## src/rtl/pipe_stage_reg.sv

```systemverilog
// -----------------------------------------------------------------------------
// pipe_stage_reg
//
// Purpose:
//   A single pipeline register stage with valid/ready handshaking, used between
//   processor pipeline stages. It carries a control payload and a datapath
//   payload. A flush kills whatever the stage holds and turns it into a
//   bubble. The bubble's control value is CTRL_RST, so downstream logic never
//   sees stale write or branch enables.
//
// Configuration:
//   PIPE_STAGE_SKID_EN (macro)
//     undefined : The stage has a single entry.
//                 in_ready = !out_valid || out_ready || flush (combinational).
//     defined   : The stage has a main entry plus a skid entry.
//                 in_ready = !skid_full || flush, so there is no combinational
//                 path from out_ready to in_ready.
//
// Parameters:
//   DATA_W   : width of the datapath payload (pc, operands, imm, reg indices)
//   CTRL_W   : width of the control payload
//   CTRL_RST : control value loaded on reset and on flush (the bubble)
//
// Ports:
//   clk        in   clock; all state updates on the rising edge
//   rst        in   synchronous active-high reset; has priority over flush
//   flush      in   kill the held beat(s); any beat presented now is dropped
//   in_valid   in   upstream presents a beat
//   in_ready   out  stage accepts a beat this cycle
//   in_ctrl    in   upstream control payload  [CTRL_W]
//   in_data    in   upstream datapath payload [DATA_W]
//   out_valid  out  output beat is valid
//   out_ready  in   downstream consumes the output beat (0 = stall)
//   out_ctrl   out  registered control payload (CTRL_RST when not valid)
//   out_data   out  registered datapath payload (left untouched by flush)
//   occupancy  out  number of beats held (0..2 with skid, 0..1 without)
// -----------------------------------------------------------------------------
module pipe_stage_reg #(
    parameter int                DATA_W   = 32,
    parameter int                CTRL_W   = 24,
    parameter logic [CTRL_W-1:0] CTRL_RST = '0
) (
    input  logic              clk,
    input  logic              rst,
    input  logic              flush,
    input  logic              in_valid,
    output logic              in_ready,
    input  logic [CTRL_W-1:0] in_ctrl,
    input  logic [DATA_W-1:0] in_data,
    output logic              out_valid,
    input  logic              out_ready,
    output logic [CTRL_W-1:0] out_ctrl,
    output logic [DATA_W-1:0] out_data,
    output logic [1:0]        occupancy
);

    // Main entry. This entry is what the downstream stage sees.
    logic              r_valid;
    logic [CTRL_W-1:0] r_ctrl;
    logic [DATA_W-1:0] r_data;

    logic w_accept;
    logic w_drain;

    assign w_accept = in_valid & in_ready;
    assign w_drain  = r_valid & out_ready;

    assign out_valid = r_valid;
    assign out_ctrl  = r_ctrl;
    assign out_data  = r_data;

`ifdef PIPE_STAGE_SKID_EN
    // Skid entry. It catches a beat that arrives while the main entry is full
    // and stalled.
    logic              r_skid_valid;
    logic [CTRL_W-1:0] r_skid_ctrl;
    logic [DATA_W-1:0] r_skid_data;

    // in_ready depends only on register state, plus flush, so that a discarded
    // beat still counts as consumed upstream.
    assign in_ready  = ~r_skid_valid | flush;
    assign occupancy = {1'b0, r_valid} + {1'b0, r_skid_valid};

    always_ff @(posedge clk) begin
        if (rst) begin
            r_valid      <= 1'b0;
            r_ctrl       <= CTRL_RST;
            r_data       <= '0;
            r_skid_valid <= 1'b0;
            r_skid_ctrl  <= CTRL_RST;
            r_skid_data  <= '0;
        end else if (flush) begin
            // r_data is kept so that the pc of the killed instruction stays
            // visible.
            r_valid      <= 1'b0;
            r_ctrl       <= CTRL_RST;
            r_skid_valid <= 1'b0;
            r_skid_ctrl  <= CTRL_RST;
        end else if (r_skid_valid) begin
            // A full skid entry implies a full main entry, and in_ready is low,
            // so the only event that can occur here is a drain.
            if (w_drain) begin
                r_ctrl       <= r_skid_ctrl;
                r_data       <= r_skid_data;
                r_skid_valid <= 1'b0;
                r_skid_ctrl  <= CTRL_RST;
            end
        end else if (w_accept) begin
            if (!r_valid || w_drain) begin
                r_valid <= 1'b1;
                r_ctrl  <= in_ctrl;
                r_data  <= in_data;
            end else begin
                r_skid_valid <= 1'b1;
                r_skid_ctrl  <= in_ctrl;
                r_skid_data  <= in_data;
            end
        end else if (w_drain) begin
            r_valid <= 1'b0;
            r_ctrl  <= CTRL_RST;
        end
    end
`else
    // Single entry. A stalled full entry blocks upstream, and a draining entry
    // can be refilled in the same cycle.
    assign in_ready  = ~r_valid | out_ready | flush;
    assign occupancy = {1'b0, r_valid};

    always_ff @(posedge clk) begin
        if (rst) begin
            r_valid <= 1'b0;
            r_ctrl  <= CTRL_RST;
            r_data  <= '0;
        end else if (flush) begin
            r_valid <= 1'b0;
            r_ctrl  <= CTRL_RST;
        end else if (w_accept) begin
            r_valid <= 1'b1;
            r_ctrl  <= in_ctrl;
            r_data  <= in_data;
        end else if (w_drain) begin
            r_valid <= 1'b0;
            r_ctrl  <= CTRL_RST;
        end
    end
`endif

endmodule

```

## config.mk

```make
export PLATFORM = sky130hd
export DESIGN_NAME = pipe_stage_reg
export DESIGN_NICKNAME = d
export VERILOG_FILES = /design/src/rtl/pipe_stage_reg.sv
export SDC_FILE = /design/constraint.sdc
export NUM_CORES = 1
export LEC_CHECK = 0
export CAP_MARGIN = 5
export CORE_ASPECT_RATIO = 0.75
export CORE_MARGIN = 8
export CORE_UTILIZATION = 40
export CTS_BUF_LIST = sky130_fd_sc_hd__clkbuf_8
export CTS_CLUSTER_DIAMETER = 120
export CTS_CLUSTER_SIZE = 8
export DETAILED_ROUTE_END_ITERATION = 7
export GPL_TIMING_DRIVEN = 0
export PLACE_DENSITY = 0.85
export RECOVER_POWER = 25
export SETUP_SLACK_MARGIN = 0.5
export SLEW_MARGIN = 10
export SYNTH_ARGS = -nofsm -noshare
export SYNTH_HDL_FRONTEND = slang
export SYNTH_SLANG_ARGS = --single-unit
```

## constraint.sdc

```tcl
create_clock -name clk -period 1.7 [get_ports clk]
set_input_delay 0.51 -clock clk [delete_from_list [all_inputs] [get_ports clk]]
set_output_delay 0.51 -clock clk [all_outputs]
set_load 0.1 [all_outputs]
```

==> metrics.txt, run 1 <==
hold bufs inserted after CTS=0; starting utilization of the core area=41.74%; Post-Route Skew=10.50 ps; Worst path slowest cell=clkdlybuf4s50_1; placed instance area=3613 um^2; final cycle utilization of the critical path=95.29%; Sinks on Clock Net=57; portion of the post-synthesis area used by sequential elements=50.53%; CP cell instances=clkdlybuf4s50_1, nor3b_2, buf_6, clkbuf_16, mux2i_1; H-tree Lvls=3; Post-Syn Nets=265; final hold slack=466.8 ps; Power per Cell Area=about 830 nW/um^2; detailed-placement wirelength estimate=4989 um; Crit path arrival time=approximately 1900 ps; data required time of the worst path=1950 ps; average wire per cell in the routed design=19.54 um; Placement Rows=23; sort of element at the start of the critical path=primary input; fraction of met1 tracks used by global routing=20.81%; count of boundary I/O pins=121; post-synthesis register bit count=57; post-placement setup slack=-1110 ps; distinct cell type count after synthesis=14; gpl congestion=0.7179; global-route wire length before repair=12120 um; most area-hungry cell type in the Yosys netlist=dfxtp_1; Mapped Avg Cell Area=11.07 um^2; met3 track demand over resource=8.369%; HP Class=reg2reg; setup violation total in the final timing report=0; maximum vdd drop=roughly 0.48 mV; remaining design rule violation count=0; DR iter-0 viols=59; latest clock arrival within the worst-skew pair=330 ps; RSZ-0062 raised after global routing=true; die extent in x=102.8 um; synthesized instance count=slightly above 200; family of cells with the greatest summed delay on the critical path=buffers and inverters; list of most frequent post-synthesis cells=nand2b_1, dfxtp_1, mux2i_1, a22o_1, clkbuf_1; port buffer count=roughly 120; final number of hold-violating endpoints=0; count of maximum capacitance violations=0; largest cells by area after synthesis=dfxtp_1, nand2b_1, mux2i_1, a22o_1, buf_6; peak per-stage delay on the critical path=540 ps; buffers plus inverters on the worst setup path=3; worst setup path class=in2reg; Finished Cell Area=4343 um^2; share of layout cells above drive strength 1=49.18%; via count of the first global-routing pass=2187; area of the mapped netlist=2258 um^2; Worst setup EP type=flip-flop; routing usage on met2=between 30% and 40%; Avg Vias per Cell=4.765; pin count of the biggest net entering global routing=11; number of nets in the finished design=between 400 and 500; TritonCTS clock tree=built; synthesis warning total=0; height of the die=roughly 81 um; most used flip-flop cell after synthesis=dfxtp_1; total track usage=a little under a fifth; Die Footprint=approximately 8300 um^2; post-layout min period=1620 ps; routed wire length=8577 um; Longest Clk Path Bufs=2; area fraction of the dominant cell type after synthesis=50.53%; number of antenna violations at the first check in global routing=0; DR vias=2092; synthesis-to-finish area growth=92.30%; sum of overflow across all layers after global routing=0; peak-usage layer in the global routing report=met2; cell at the root of the clock tree=clkbuf_8; TritonRoute pass-1 iters=6; peak fanout along the critical path=7; total CTS buffers=9; number of synthesized flops with an enable pin=0; result of the run=finished clean; FFs w/ async S/R, synth=0%; count of final max-slew check failures=0; remaining antenna violation count=0; highest clock frequency the design can meet=between 0.6 and 0.7 GHz; count leader, synth=nand2b_1; area of the core=~5400 um^2; leakage component of the power=1.828 nW; clock transition at the registers of the reported paths=70 ps; Setup Total Neg Slack=0 ps; final worst slack=about 80 ps; diode count=0
==> what timing repair did <==
action,CTS,global route
pin swaps,0,1
gates resized for setup,565,18
endpoints found under the setup margin,115,115
buffers inserted,13,9
endpoints found under the hold margin,0,0
cloned,0,3
==> per-layer routing <==
metal / part of all wire, % / wire, um
met5: 0 / 0
met4: 0.49 / 42
met3: 7.4 / 637
met2: 52 / 4429
met1: 40 / 3467
==> report_power, final <==
| part | internal (W) | switching (W) |
|---|---|---|
| Combinational | 0.000429 | 0.000620 |
| Sequential | 0.00140 | 0.0000512 |
| Clock | 0.000547 | 0.000552 |
==> placed cells by master (no fill, tap or decap) <==
cell type	count
nor2b_4	1
clkbuf_2	8
and3b_1	1
clkinv_2	4
buf_6	8
dfxtp_2	50
o21a_1	1
dfxtp_4	7
buf_2	1
clkbuf_16	3
nor3b_2	1
a22o_1	24
buf_12	34
clkbuf_4	28
clkdlybuf4s50_1	58
conb_1	1
nand2b_1	64
o21a_2	1
mux2i_1	32
nor2_1	2
inv_1	2
buf_4	22
clkbuf_8	10
nand2b_4	1
==> stage by stage <==
stage,utilization (%),total power (W),instances
after detailed placement,66.79,0.002372,398
final,80.27,0.003598,439
after global routing,80.27,0.003723,439
after CTS,83.40,0.003643,427
after floorplan,-,0.002075,204
after global placement,66.79,0.002361,398
==> state kept, by name, summed over array words and instances (netlist names) <==
signal,count
out_data,32
out_valid,1
out_ctrl,24
==> final timing paths <==
kind                     start      endpoint  slack [ps]  cells after the start
setup / recovery      in_valid   out_data[8]          80                      5
hold / removal    out_ctrl[13]  out_ctrl[13]         470                      1
setup reg to reg     out_valid   out_data[8]         100                      7
hold reg to reg   out_ctrl[13]  out_ctrl[13]         470                      1
==> final cells by class <==
type	instances	area, um^2
Sequential cell	57	1230
Multi-Input combinational cell	129	1007
Timing Repair Buffer	144	1673
Tap cell	75	93.84
Fill cell	287	1067
Clock buffer	10	137.6
Clock inverter	6	27.53
Buffer	18	173.9
==> worst register-to-register path: stages (launching register included) <==
cell and delay, ps:
dfxtp_4 350, nor2b_4 130, buf_4 130, buf_6 120, nor3b_2 200, buf_6 210, clkbuf_16 170, mux2i_1 200
==> kinds of logic after synthesis <==
group	after synthesis	synth area share [%]
flops	57	50.53
other cells	1	0.1660
buf+inv	18	5.484
simple gates	70	19.67
mux	32	14.18
compound gates	26	9.972
Note: power is estimated with default switching activity, not from simulation.
==> inputs of run 2 (changes only) <==
--- a/config.mk
+++ b/config.mk
@@ -8,13 +8,12 @@
 export CAP_MARGIN = 5
 export CORE_ASPECT_RATIO = 0.75
 export CORE_MARGIN = 8
-export CORE_UTILIZATION = 40
-export CTS_BUF_LIST = sky130_fd_sc_hd__clkbuf_8
+export CORE_UTILIZATION = 39
 export CTS_CLUSTER_DIAMETER = 120
 export CTS_CLUSTER_SIZE = 8
 export DETAILED_ROUTE_END_ITERATION = 7
 export GPL_TIMING_DRIVEN = 0
-export PLACE_DENSITY = 0.85
+export PLACE_DENSITY = 0.83
 export RECOVER_POWER = 25
 export SETUP_SLACK_MARGIN = 0.5
 export SLEW_MARGIN = 10
==> run 2 against run 1 <==
Flip-flop and latch count stayed put. Worst setup slack lost 17 ps. Fmax down 1.0%. Wire length increased by 1.2%.
==> metrics.txt, run 2 (same netlist as run 1, synthesis figures left out) <==
reg-to-reg startpoint=out_valid; sum of overflow across all layers after global routing=0 (unchanged); post-layout min period=1637 ps (+17.08 ps); latest clock arrival within the worst-skew pair=330 ps (about the same); DR vias=2152 (+2.9%); number of standard cells in the final layout excluding fillers=452 (+3.0%); count of boundary I/O pins=121 (unchanged); number of nets in the finished design=430 (+2.4%); number of instances on the worst hold path=1 (unchanged); Sinks on Clock Net=57 (unchanged); via count of the first global-routing pass=2338 (+6.9%); TritonRoute pass-1 iters=4 (-2); cell at the root of the clock tree=clkbuf_8; met3 track demand over resource=7.367% (-1.0 points); share of layout cells above drive strength 1=50.53% (+1.4 points); Power per Cell Area=829.0 nW/um^2 (about the same); total CTS buffers=9 (unchanged); relative contribution of sequential cells to total power=37.9% (-2.4 points); Critical R2R Capture=out_ctrl[5]; count of maximum capacitance violations=0 (unchanged); clock network fraction of total power=33.4% (+2.9 points); Placement Rows=24 (+4.3%); area of the core=5705 um^2 (+5.5%); highest clock frequency the design can meet=0.6109 GHz (-1.0%); commonest cells after routing, fill and taps aside=nand2b_1, clkdlybuf4s50_1, dfxtp_2, buf_12, mux2i_1; final worst slack=63.00 ps (-17.08 ps); remaining antenna violation count=0 (unchanged); length in cells of the worst reg-to-reg path=6 (-1); H-tree Lvls=3 (unchanged); routing usage on met2=34.36% (+0.72 points); Die Footprint=8507 um^2 (+2.1%); starting utilization of the core area=39.58% (-2.2 points); height of the die=81.90 um (+1.0%); Longest Clk Path Bufs=2 (unchanged); number of placed cells counting well taps=401 (+0.75%); setup violation total in the final timing report=0 (unchanged); final cycle utilization of the critical path=96.29% (+1.0 points); Internal Power=0.002580 W (+8.6%); synthesis-to-finish area growth=104.6%; Avg Vias per Cell=4.761 (about the same); register-to-register setup slack=150 ps (+50 ps); end-of-flow core utilization=80.99% (+0.71 points); peak fanout along the critical path=3 (-4); switching component of the power=0.001251 W (+2.3%); critical hold path startpoint=out_ctrl[11]; commonest non-fill, non-tap cell in the layout=nand2b_1; Post-Route Skew=5.827 ps (-4.674 ps); count of final max-slew check failures=0 (unchanged); number of antenna violations at the first check in global routing=0 (unchanged); pin count of the biggest net entering global routing=11 (unchanged); detailed-placement wirelength estimate=5043 um (+1.1%); global-route wire length before repair=12690 um (+4.7%); fraction of met1 tracks used by global routing=19.88% (-0.93 points); hold bufs inserted after CTS=0 (unchanged); switch share=32.65% (-1.3 points); flip-flop count of the largest register, all copies and words added=32 (unchanged); TritonCTS clock tree=built; clock transition at the registers of the reported paths=70 ps (about the same); sort of element at the start of the critical path=flip-flop; peak-usage layer in the global routing report=met2; data required time of the worst path=1190 ps (-760 ps); Crit path arrival time=1130 ps (-740 ps); port buffer count=119 (unchanged); diode count=0 (unchanged); maximum vdd drop=0.4932 mV (+2.1%); placed instance area=3617 um^2 (+0.10%); HP Class=reg2reg; leakage component of the power=1.922 nW (+5.2%); die extent in x=103.9 um (+1.1%); post-placement setup slack=-1114 ps (-4.530 ps); average wire per cell in the routed design=19.21 um (-1.7%); result of the run=finished clean; worst setup path class=reg2out; Gate power share=28.7% (-0.4 points); end point of the most critical hold path=out_ctrl[11]; Worst setup EP type=output pin; routed wire length=8682 um (+1.2%); final hold slack=466.4 ps (-0.3620 ps); gpl congestion=0.6867 (-4.3%); Finished Cell Area=4621 um^2 (+6.4%); RSZ-0062 raised after global routing=true; DR iter-0 viols=68 (+15%); total track usage=18.99% (+0.031 points); final number of hold-violating endpoints=0 (unchanged); remaining design rule violation count=0 (unchanged)
-- run 2: cell type report --
class | instances | area [um^2]
flip-flops and latches | 57 | 1235
clock inverters | 5 | 55.05
multi-input cells | 129 | 1016
clock buffers | 11 | 141.4
fillers | 304 | 1085
repair buffers | 154 | 1882
well taps | 78 | 97.59
plain buffers | 18 | 193.9
-- run 2: power by group through the flow --
stage               combinational [W]  sequential (W)  clock (W)
floorplan                    0.000187         0.00189          0
global placement             0.000901         0.00146          0
detailed placement           0.000910         0.00146          0
CTS                           0.00112         0.00147    0.00130
global route                  0.00114         0.00146    0.00139
finish                        0.00110         0.00145    0.00128
-- run 2: layer usage --
metal / wire [um] / share of wire [%]
met3: 644 / 7.4
met1: 3504 / 40
met2: 4437 / 51
met5: 0 / 0
met4: 96 / 1.1
-- run 2: what timing repair did --
action	4_1_cts	5_1_grt
buffers inserted	18	12
gates cloned	3	2
resized for setup	577	21
pin swaps	2	5
setup endpoints to repair	115	115
-- run 2: stage by stage --
step	TNS, ps	total power (W)
6_report	0	0.003831
5_1_grt	0	0.003979
4_1_cts	0	0.003884
3_5_place_dp	-32220	0.002374
3_3_place_gp	-30220	0.002361
2_1_floorplan	0	0.002075
-- run 2: worst max path at each step --
stage | startpoint | to | slack, ps | cells past startpoint
finish | out_valid | out_valid | 60 | 3
global route | out_valid | out_valid | 30 | 3
CTS | out_valid | in_ready | 70 | 3
detailed placement | out_ready | in_ready | -1110 | 4
global placement | flush | in_ready | -1080 | 3
floorplan | out_valid | out_ctrl[0] | 160 | 5
-- run 2: worst max-delay path: stages, from the launching register on --
cell and delay [ps]:
dfxtp_4 350, buf_4 140, buf_4 140, buf_12 160
==> inputs of run 3 (changes only) <==
--- a/config.mk
+++ b/config.mk
@@ -5,15 +5,15 @@
 export SDC_FILE = /design/constraint.sdc
 export NUM_CORES = 1
 export LEC_CHECK = 0
-export CAP_MARGIN = 5
+export ABC_AREA = 1
 export CORE_ASPECT_RATIO = 0.75
 export CORE_MARGIN = 8
-export CORE_UTILIZATION = 39
+export CORE_UTILIZATION = 38
 export CTS_CLUSTER_DIAMETER = 120
 export CTS_CLUSTER_SIZE = 8
 export DETAILED_ROUTE_END_ITERATION = 7
 export GPL_TIMING_DRIVEN = 0
-export PLACE_DENSITY = 0.83
+export PLACE_DENSITY = 0.82
 export RECOVER_POWER = 25
 export SETUP_SLACK_MARGIN = 0.5
 export SLEW_MARGIN = 10
==> run 3 against run 2 <==
Worst setup slack better by 24 ps. Power shrank 5.7%. Flip-flop and latch count did not move. First-iteration DRC count is 110% higher. Critical path depth rose by 2. Via count up 23%. Fmax grew 1.5%. Core utilization up 0.30 points. Die area is 0.64% lower. Cell area fell by 0.16%. Combinational power hardly changed. Hold slack worse by 99 ps. Largest cell class unchanged.
==> metrics.txt, run 3 <==
result of the run=finished clean; final number of hold-violating endpoints=0 (unchanged); highest clock frequency the design can meet=0.6200 GHz (+1.5%); global-route wire length before repair=13860 um (+9.2%); post-layout min period=1613 ps (-24.15 ps); remaining design rule violation count=0 (unchanged); count of boundary I/O pins=121 (unchanged); pin count of the biggest net entering global routing=11 (unchanged); synthesis-to-finish area growth=111.3%; most area-hungry cell type in the Yosys netlist=dfxtp_1; hold bufs inserted after CTS=0 (unchanged); diode count=0 (unchanged); remaining antenna violation count=0 (unchanged); Avg Vias per Cell=5.332 (+12%); Crit path arrival time=1100 ps (-30 ps); Worst path slowest cell=buf_12; leakage component of the power=1.777 nW (-7.6%); Worst setup EP type=output pin; placed instance area=3600 um^2 (-0.48%); final cycle utilization of the critical path=94.87% (-1.4 points); count of final max-slew check failures=0 (unchanged); Die Footprint=8452 um^2 (-0.64%); Longest Clk Path Bufs=2 (unchanged); count of maximum capacitance violations=0 (unchanged); peak fanout along the critical path=3 (unchanged); H-tree Lvls=3 (unchanged); DR iter-0 viols=142 (+110%); sort of element at the start of the critical path=primary input; synthesized instance count=266 (+30%); distinct cell type count after synthesis=15 (+1); peak per-stage delay on the critical path=150 ps (-200 ps); data required time of the worst path=1190 ps (about the same); area of the core=5675 um^2 (-0.53%); synthesis warning total=0 (unchanged); TritonRoute pass-1 iters=4 (unchanged); largest cells by area after synthesis=dfxtp_1, a21oi_1, nand3_1, nand4_1, nand2_1; Post-Route Skew=3.648 ps (-2.179 ps); Setup Total Neg Slack=0 ps (unchanged); CP cell instances=buf_2, inv_2, nand3_4, buf_12, buf_12; Design Power=0.003612 W (-5.7%); number of nets in the finished design=476 (+11%); TritonCTS clock tree=built; port buffer count=118 (-0.84%); setup violation total in the final timing report=0 (unchanged); cell at the root of the clock tree=clkbuf_8; latest clock arrival within the worst-skew pair=330 ps (about the same); starting utilization of the core area=38.47% (-1.1 points); CP dominant cell by count=buf_12; portion of the post-synthesis area used by sequential elements=52.26% (+1.7 points); Mapped Avg Cell Area=8.208 um^2 (-26%); end-of-flow core utilization=81.28% (+0.30 points); Post-Syn Nets=327 (+23%); list of most frequent post-synthesis cells=a21oi_1, dfxtp_1, nand3_1, nand2_1, nand4_1; height of the die=81.65 um (-0.31%); number of filler cells placed in the layout=347 (+14%); clock transition at the registers of the reported paths=70 ps (about the same); sum of overflow across all layers after global routing=0 (unchanged); actual slew at the worst max-slew pin=roughly 530 ps; routed wire length=9248 um (+6.5%); share of layout cells above drive strength 1=44.63% (-5.9 points); Sinks on Clock Net=57 (unchanged); total CTS buffers=9 (unchanged); die extent in x=103.5 um (-0.33%); number of antenna violations at the first check in global routing=0 (unchanged); FFs w/ async S/R, synth=0% (unchanged); final hold slack=367.0 ps (-99.38 ps); via count of the first global-routing pass=2643 (+13%); Placement Rows=24 (unchanged); area fraction of the dominant cell type after synthesis=52.26% (+1.7 points); commonest cells after routing, fill and taps aside=buf_12, clkdlybuf4s50_1, a21oi_1, dfxtp_2, nand3_1; gpl congestion=0.7557 (+10%); commonest non-fill, non-tap cell in the layout=buf_12; number of synthesized flops with an enable pin=0 (unchanged); total track usage=20.40% (+1.4 points); DR vias=2650 (+23%); most used flip-flop cell after synthesis=dfxtp_1; HP Class=in2reg; RSZ-0062 raised after global routing=true; detailed-placement wirelength estimate=5802 um (+15%); worst setup path class=in2out; Relative slew margins=between 60% and 70%; area of the mapped netlist=2183 um^2 (-3.3%); Power per Cell Area=783.0 nW/um^2 (-5.6%); maximum vdd drop=0.6238 mV (+26%); post-synthesis register bit count=57 (unchanged); average wire per cell in the routed design=18.61 um (-3.1%); flip-flop count of the largest register, all copies and words added=32 (unchanged); Finished Cell Area=4613 um^2 (-0.16%)
run 3: final timing paths:
path / start / to / slack, ps / cells past startpoint
hold reg to reg: out_data[16] / out_data[16] / 480 / 2
setup / recovery: out_ready / in_ready / 90 / 5
hold / removal: rst / out_data[0] / 370 / 2
setup reg to reg: out_valid / out_ctrl[19] / 350 / 6
run 3: per-layer routing:
| metal | GRT usage, % | routed length [um] |
|---|---|---|
| met1 | 21.91 | 3492 |
| met2 | 36.78 | 4853 |
| met3 | 8.699 | 810 |
| met4 | 5.401 | 91 |
| met5 | 0 | 0 |
run 3: layout make-up:
type | instances | area (um^2) | share of cell area [%]
Timing Repair Buffer | 138 | 1918 | 41.58
Sequential cell | 57 | 1227 | 26.61
Multi-Input combinational cell | 177 | 934.6 | 20.26
Buffer | 30 | 266.5 | 5.777
Clock buffer | 11 | 141.4 | 3.065
Tap cell | 78 | 97.59 | 2.116
Clock inverter | 4 | 20.02 | 0.4340
Inverter | 2 | 7.507 | 0.1627
run 3: critical path, delay by kind of cell:
kind | cells | cell delay [ps]
buf+inv | 4 | 500
simple gates | 1 | 90
run 3: report_power, final:
part	switching, W	internal [W]	leakage, nW
Clock	0.000539	0.000550	0.0887
Combinational	0.000626	0.000441	1.20
Sequential	0.0000603	0.00140	0.492
run 3: logic make-up (layout without fill, tap and decap cells):
kind of cell | count (synthesis) | count (layout) | share of synthesized area (%)
other | 1 | 1 | 0.1718
AO/OA/AOI/OAI | 57 | 57 | 13.07
buffers and inverters | 32 | 185 | 7.048
AND/OR/NAND/NOR | 119 | 119 | 27.45
flip-flops | 57 | 57 | 52.26
run 3: metrics by stage:
| step | instances | worst slack [ps] |
|---|---|---|
| 2_1_floorplan | 266 | 267.4 |
| 3_3_place_gp | 462 | -1300 |
| 3_5_place_dp | 462 | -1305 |
| 4_1_cts | 489 | 88.33 |
| 5_1_grt | 497 | 74.72 |
| 6_report | 497 | 87.15 |
run 3: repair_timing:
action | 4_1_cts | 5_1_grt
gates cloned | 1 | 0
gates resized for setup | 572 | 20
setup buffers | 11 | 8
setup endpoints to repair | 116 | 109
pin swaps | 1 | 0
